`src/rtl/multicycle_control_fsm.sv`:
```
// Multi-cycle control unit: Moore FSM that sequences each instruction through
// FETCH/DECODE/EXEC/MEM/WB, waits on mem_ready, and counts retired instructions.
// Optional feature macro: ILLEGAL_TRAP_EN (illegal opcodes trap instead of NOP).
module multicycle_control_fsm #(
  parameter int unsigned OPCODE_W = 6,
  parameter int unsigned CNT_W    = 32
) (
  input  logic                clk,
  input  logic                rst,
  input  logic [OPCODE_W-1:0] Inst_opcode,
  input  logic                mem_ready,
  output logic                PCWrite,
  output logic                PCWriteCond,
  output logic                IorD,
  output logic                IRWrite,
  output logic                MemRead,
  output logic                MemWrite,
  output logic [1:0]          MemtoReg,
  output logic                RegDst,
  output logic                RegWrite,
  output logic                ALUSrcA,
  output logic [1:0]          ALUSrcB,
  output logic [1:0]          ALUOp,
  output logic [1:0]          PCSource,
  output logic                instr_done,
  output logic [CNT_W-1:0]    retired_cnt,
  output logic                illegal_op,
  output logic [3:0]          state
);

  localparam logic [OPCODE_W-1:0] OP_R   = OPCODE_W'(0);
  localparam logic [OPCODE_W-1:0] OP_BEQ = OPCODE_W'(1);
  localparam logic [OPCODE_W-1:0] OP_LW  = OPCODE_W'(2);
  localparam logic [OPCODE_W-1:0] OP_SW  = OPCODE_W'(3);
  localparam logic [OPCODE_W-1:0] OP_J   = OPCODE_W'(4);

  typedef enum logic [3:0] {
    FETCH    = 4'd0,
    DECODE   = 4'd1,
    MEM_ADDR = 4'd2,
    MEM_RD   = 4'd3,
    MEM_WB   = 4'd4,
    MEM_WR   = 4'd5,
    EXEC     = 4'd6,
    R_WB     = 4'd7,
    BRANCH   = 4'd8,
    JUMP     = 4'd9,
    TRAP     = 4'd10
  } state_t;

  state_t              cur, nxt;
  logic [OPCODE_W-1:0] op_q;

  assign state = cur;

  // State register, opcode latch and retired-instruction counter.
  always_ff @(posedge clk) begin
    if (rst) begin
      cur         <= FETCH;
      op_q        <= '0;
      retired_cnt <= '0;
    end else begin
      cur <= nxt;
      if (cur == DECODE) op_q <= Inst_opcode;
      if (instr_done) retired_cnt <= retired_cnt + CNT_W'(1);
    end
  end

`ifdef ILLEGAL_TRAP_EN
  // Sticky illegal-opcode flag, set on the DECODE->TRAP transition.
  always_ff @(posedge clk) begin
    if (rst) illegal_op <= 1'b0;
    else if (cur == DECODE && nxt == TRAP) illegal_op <= 1'b1;
  end
`else
  assign illegal_op = 1'b0;
`endif

  // Next-state and Moore output decode; reset forces every strobe low.
  // The only opcode-dependent output is instr_done for the illegal-opcode NOP,
  // which must retire in DECODE itself before op_q is available.
  always_comb begin
    nxt         = cur;
    PCWrite     = 1'b0;
    PCWriteCond = 1'b0;
    IorD        = 1'b0;
    IRWrite     = 1'b0;
    MemRead     = 1'b0;
    MemWrite    = 1'b0;
    MemtoReg    = 2'b00;
    RegDst      = 1'b0;
    RegWrite    = 1'b0;
    ALUSrcA     = 1'b0;
    ALUSrcB     = 2'b00;
    ALUOp       = 2'b00;
    PCSource    = 2'b00;
    instr_done  = 1'b0;
    case (cur)
      FETCH: begin
        MemRead = 1'b1;
        ALUSrcB = 2'b01;
        IRWrite = mem_ready;
        PCWrite = mem_ready;
        if (mem_ready) nxt = DECODE;
      end
      DECODE: begin
        ALUSrcB = 2'b10;
        case (Inst_opcode)
          OP_R:         nxt = EXEC;
          OP_BEQ:       nxt = BRANCH;
          OP_LW, OP_SW: nxt = MEM_ADDR;
          OP_J:         nxt = JUMP;
          default: begin
`ifdef ILLEGAL_TRAP_EN
            nxt = TRAP;
`else
            nxt        = FETCH;
            instr_done = 1'b1;
`endif
          end
        endcase
      end
      MEM_ADDR: begin
        ALUSrcA = 1'b1;
        ALUSrcB = 2'b10;
        nxt     = (op_q == OP_LW) ? MEM_RD : MEM_WR;
      end
      MEM_RD: begin
        MemRead = 1'b1;
        IorD    = 1'b1;
        if (mem_ready) nxt = MEM_WB;
      end
      MEM_WB: begin
        RegWrite   = 1'b1;
        MemtoReg   = 2'b01;
        instr_done = 1'b1;
        nxt        = FETCH;
      end
      MEM_WR: begin
        MemWrite   = 1'b1;
        IorD       = 1'b1;
        instr_done = mem_ready;
        if (mem_ready) nxt = FETCH;
      end
      EXEC: begin
        ALUSrcA = 1'b1;
        ALUOp   = 2'b10;
        nxt     = R_WB;
      end
      R_WB: begin
        RegWrite   = 1'b1;
        RegDst     = 1'b1;
        instr_done = 1'b1;
        nxt        = FETCH;
      end
      BRANCH: begin
        ALUSrcA     = 1'b1;
        ALUOp       = 2'b01;
        PCWriteCond = 1'b1;
        PCSource    = 2'b01;
        instr_done  = 1'b1;
        nxt         = FETCH;
      end
      JUMP: begin
        PCWrite    = 1'b1;
        PCSource   = 2'b10;
        instr_done = 1'b1;
        nxt        = FETCH;
      end
      TRAP:    nxt = TRAP;
      default: nxt = FETCH;
    endcase
    if (rst) begin
      PCWrite     = 1'b0;
      PCWriteCond = 1'b0;
      IorD        = 1'b0;
      IRWrite     = 1'b0;
      MemRead     = 1'b0;
      MemWrite    = 1'b0;
      MemtoReg    = 2'b00;
      RegDst      = 1'b0;
      RegWrite    = 1'b0;
      ALUSrcA     = 1'b0;
      ALUSrcB     = 2'b00;
      ALUOp       = 2'b00;
      PCSource    = 2'b00;
      instr_done  = 1'b0;
    end
  end

endmodule

```
`config.mk`:
```
export PLATFORM = sky130hd
export DESIGN_NAME = multicycle_control_fsm
export DESIGN_NICKNAME = d
export VERILOG_FILES = /design/src/rtl/multicycle_control_fsm.sv
export SDC_FILE = /design/constraint.sdc
export NUM_CORES = 1
export LEC_CHECK = 0
export BUFFER_PORTS_ARGS = -buffer_cell sky130_fd_sc_hd__buf_2
export CAP_MARGIN = 40
export CORE_ASPECT_RATIO = 0.75
export CORE_MARGIN = 2
export CORE_UTILIZATION = 50
export DETAILED_ROUTE_END_ITERATION = 8
export GPL_TIMING_DRIVEN = 0
export HOLD_SLACK_MARGIN = 0.06
export PLACE_DENSITY = 0.84
export SYNTH_ARGS = -nofsm -noshare
export SYNTH_HDL_FRONTEND = slang
export SYNTH_SLANG_ARGS = --single-unit
```
`constraint.sdc`:
```
create_clock -name clk -period 2.5 [get_ports clk]
set_input_delay 0.5 -clock clk [delete_from_list [all_inputs] [get_ports clk]]
set_output_delay 0.5 -clock clk [all_outputs]
set_load 0.005 [all_outputs]
```
* Yosys cells after proc, flatten, opt, wreduce, memory -nomap -nowiden
Index checks and enable logic that the tools add are counted.
** Cells by class
- $add $sub $neg :: 1
- Reductions and logical operators :: 11
- Mux-type cells :: 35
- Equality and inequality tests :: 18
** Operators with widths (count)
- adder 32 x 1 -> 32 bit, second input constant :: 1
- case mux 4 bit (7 select lines) :: 1
- 2-to-1 mux 1 bit :: 20
- == test 6 x 2 -> 1 bit, second input constant :: 3
- == test 4 x 3 -> 1 bit, second input constant :: 4
- case mux 4 bit (4 select lines) :: 1
- == test 4 bit, second input constant :: 3
- 2-to-1 mux 4 bit :: 3
- case mux 2 bit (2 select lines) :: 3
- OR reduction 2 bit :: 5
- == test 4 x 2 -> 1 bit, second input constant :: 2
- 2-to-1 mux 2 bit :: 4
- == test 6 x 1 -> 1 bit, second input constant :: 1
- == test 6 x 3 -> 1 bit, second input constant :: 1
- logical NOT 6 bit :: 1
- inequality test 2 bit, second input constant :: 3
- OR reduction 5 bit :: 1
- == test 4 x 1 -> 1 bit, second input constant :: 1
- logical NOT 4 bit :: 1
- OR reduction 4 bit :: 1
- 2-to-1 mux 3 bit :: 1
- case mux 1 bit (3 select lines) :: 1
- AND reduction 3 bit :: 1
- OR reduction 3 bit :: 1
- case mux 1 bit (2 select lines) :: 1
** Storage, ports and cells
- Word-level logic and storage cells :: 68
- Register bits after elaboration :: 42
- Output and inout bits :: 55

* Longest topological paths before layout
- Depth after elaboration :: 5
- Depth in mapped cells :: 8
- Mapped depth without buffers :: 6

* Least setup slack after synthesis
Ideal clock, no wire load.
- Path type :: register to register
- From :: register cur[0], in the netlist state[0]
- To :: register retired_cnt[30]
- Data required time :: 2.377 ns
- Stages on the path, launching flop included :: 7
- Path slack :: 0.456 ns
- Arrival :: 1.921 ns
- Cells stage by stage :: dfxtp_1 or4b_1 buf_2 a21oi_4 o21ai_0 nor4_1 mux2_1
** On the way
- Longest elaborated chain between the ends :: 4
** RTL lines
- start, declared :: RTL line 51 : state_t cur, nxt;
- start signal, assigned :: RTL line 63 : cur <= nxt;
- == test 4 bit / == test 4 x 3 -> 1 bit (equally long branches) :: RTL line 98 : case (cur)
- OR reduction 4 bit (no source line)
- case mux 1 bit (3 select lines) (*) :: RTL line 98
- 2-to-1 mux 1 bit (*) :: RTL line 173 : if (rst) begin
- end signal, assigned :: RTL line 65 : if (instr_done) retired_cnt <= retired_cnt + CNT_W'(1);
- end, declared :: RTL line 26 : output logic [CNT_W-1:0] retired_cnt,
Mark *: on every way between the ends. The rest lies on a longest branch, timed or not.
A chain may end at the register's enable or synchronous reset.

* Final worst setup path
- From :: register cur[3], in the netlist state[3]
- To :: output port instr_done
** On the way
- Longest elaborated chain between the ends :: 4
** RTL lines
- == test 4 bit / == test 4 x 3 -> 1 bit (equally long branches) :: RTL line 98
- OR reduction 4 bit (no source line)
- case mux 1 bit (3 select lines) (*) :: RTL line 98
- 2-to-1 mux 1 bit (*) :: RTL line 173
- end, declared :: RTL line 25 : output logic instr_done,
Marks and branches as above.

==> metrics.txt <==
status finished, final reports clean; Synth Flop Type dfxtp_1; Post-synth EDFFs 0; hpwl dp ~4.5 mm; Slew HR 57.2%; CTS clk-pin slew, worst paths ~90 ps; Worst VDD drop between 0.0003 and 0.0004 V; # diodes 0; Final ANT Viol Nets 0; Final setup viols 0; vias ~2400; Setup Crit Path Kind reg -> out; wire length per cell ~15 um; Unique masters post-synth slightly above 50; Cell Chain, Critical Path or4b_4, buf_6, a21oi_4, nor2_1, buf_4, nor2_1, buf_2; Total GRT Usage a little under a quarter; Core Region around 0.0045 mm^2; clock skew between 10 and 15 ps; cts bufs inserted 5; total wire length approximately 6.3 mm; 1st-iter DRT viols approximately 300; max cap viols 0; LEAKAGE 1.23 nW; CP arrival 1940 ps; share of layout cells above drive strength 1 25.8%; Pre-Repair DR Iteration Count 4; Inst Count DP 413; die area ~0.0053 mm^2; Fill cells 392; sequential area share after synthesis between 30% and 40%; Core Util, Final 64.2%; Slew @ Worst Pin 638 ps; first-pass GRT wire length approximately 10 mm; Startpoint Class register; setup_tns 0 ps; clk_lat worst skew 300 ps; Die W ~83 um; largest net degree at the start of global routing 13; Hold Vio Cnt, Final 0; Synth async-reset ratio 0%; YS warnings 0; Critical Path Slowest Stage Cell or4b_4; initial antenna violation count 0; Finished Layout Cells around 420; Cell Pwr Density approximately 460 mW/mm^2; cell family with most CP delay simple AND/OR/NAND/NOR gates; DR DRC count 0; Crit. End Element primary output; worst min path class in -> reg; Top Ports 64; Synth Area per Inst 8.02 um^2; die height ~64 um; Synth Cell Area 0.00236 mm^2; pins over their slew limit 0; Nets about 370; CP peak stage delay between 500 and 600 ps; Clock Sinks 42; WP data required 2000 ps; clk root buf clkbuf_8; fin crit period roughly 2400 ps; initial core utilization a little over half; Cells after Synth a little under 300; worst-case clock buffer depth 2; GP Congestion around 0.87; post-DR vias/cell between 5 and 6; cell mode on critical path nor2_1; RSZ-0062 raised after global routing yes; worst-path fanout max 8; crit share post-route a little over nine tenths; Synth Register Bits 42; global route overflow 0; Placement Rows 21; Buffers on Ports 60; H-Tree Depth 2; Layout area overhead 21.9%; vias in the first global route approximately 2200; CP Buf/Inv Count 3; TritonCTS clock tree built; highest clock rate between 0.4 and 0.5 GHz; Pwr Total about 0.0013 W
## final timing paths
path	slack, ps	to	depth (start not counted)	startpoint
worst max-delay path	60	instr_done	7	state[3]
worst min-delay path	450	op_q[4]	3	Inst_opcode[4]
worst max register to register	190	retired_cnt[30]	7	state[3]
worst min register to register	470	op_q[0]	2	op_q[0]
## metrics by stage
step	hold WS, ps	setup WS, ps	area, um^2
4_1_cts	448	14.7	2860
3_5_place_dp	452	56.7	2740
6_report	451	55.8	2880
2_1_floorplan	432	456	2370
3_3_place_gp	441	81.0	2740
5_1_grt	458	-42.7	2880
## where the power goes
part           switching, W  total (W)  leakage (nW)  internal (W)
combinational     0.0000677   0.000113         0.839     0.0000453
sequential       0.00000794   0.000683         0.341      0.000675
clock              0.000235   0.000535        0.0524      0.000299
total              0.000311    0.00133          1.23       0.00102
## synthesized netlist by cell type (all sizes together), types with 5 or more instances
cell | count | area (um^2)
nor2 | 40 | 150
o2111ai | 8 | 76.3
buf | 10 | 62.6
and4 | 7 | 61.3
nand4 | 7 | 43.8
nor2b | 6 | 37.5
o211ai | 6 | 50.1
or3 | 5 | 31.3
and2 | 7 | 43.8
o21ai | 17 | 85.1
nand2 | 26 | 97.6
dfxtp | 42 | 841
and3 | 7 | 43.8
mux2 | 5 | 56.3
xor2 | 20 | 175
clkbuf | 12 | 45.0
nand2b | 5 | 31.3
nor3 | 9 | 50.1
a21oi | 18 | 101
## placed cells by master (no fill, tap or decap), types with 7 or more instances in the layout
cell       instances
dfxtp_1           39
a21oi_1           17
nand2_1           26
and4_1             7
nor3_1             8
o2111ai_1          7
nand4_1            7
xor2_1            20
and2_1             7
buf_4              7
nor2_1            40
and3_1             7
o21ai_0           17
buf_2             63
clkbuf_1          12
## cell families (layout without fill, tap and decap cells)
family | Yosys count | after routing | synth area share (%)
fa+ha+maj | 1 | 1 | 0.529
mux | 5 | 5 | 2.38
flops | 42 | 42 | 35.6
compound gates | 59 | 59 | 17.0
simple gates | 140 | 140 | 31.4
buf+inv | 26 | 95 | 5.18
xor+xnor | 21 | 21 | 7.78
other cells | 1 | 2 | 0.159
## worst register-to-register path, cell delays in order (launching register included)
cell and delay, ps:
dfxtp_1 360, or4b_4 550, buf_6 160, a21oi_4 120, buf_4 150, o21ai_0 120
nor4_1 380, mux2_1 360
## repair_timing
item,CTS,global route
gates cloned,0,0
endpoints found under the hold margin,0,0
gates resized for setup,3,8
hold buffers,0,0
setup buffers,1,2
endpoints found under the setup margin,1,10
## metal layers
metal,GRT usage [%],vias up,wire (um)
li1,-,1181,-
met3,5.50,9,501
met2,35.6,92,2860
met1,33.7,1138,2850
met4,9.27,0,80
met5,0,-,0
## flip-flops by register name, summed over array words and instances (netlist names)
signal / cells
state: 4
op_q: 6
retired_cnt: 32
## area by class of cell
| type | count | area [um^2] | area share (%) |
|---|---|---|---|
| Multi-Input combinational cell | 228 | 1410 | 48.9 |
| Inverter | 4 | 15.0 | 0.521 |
| Clock inverter | 1 | 30.0 | 1.04 |
| Timing Repair Buffer | 63 | 323 | 11.2 |
| Sequential cell | 42 | 850 | 29.5 |
| Clock buffer | 7 | 76.3 | 2.65 |
| Tap cell | 57 | 71.3 | 2.47 |
| Buffer | 20 | 109 | 3.78 |
Note: power is estimated with default switching activity, not from simulation.
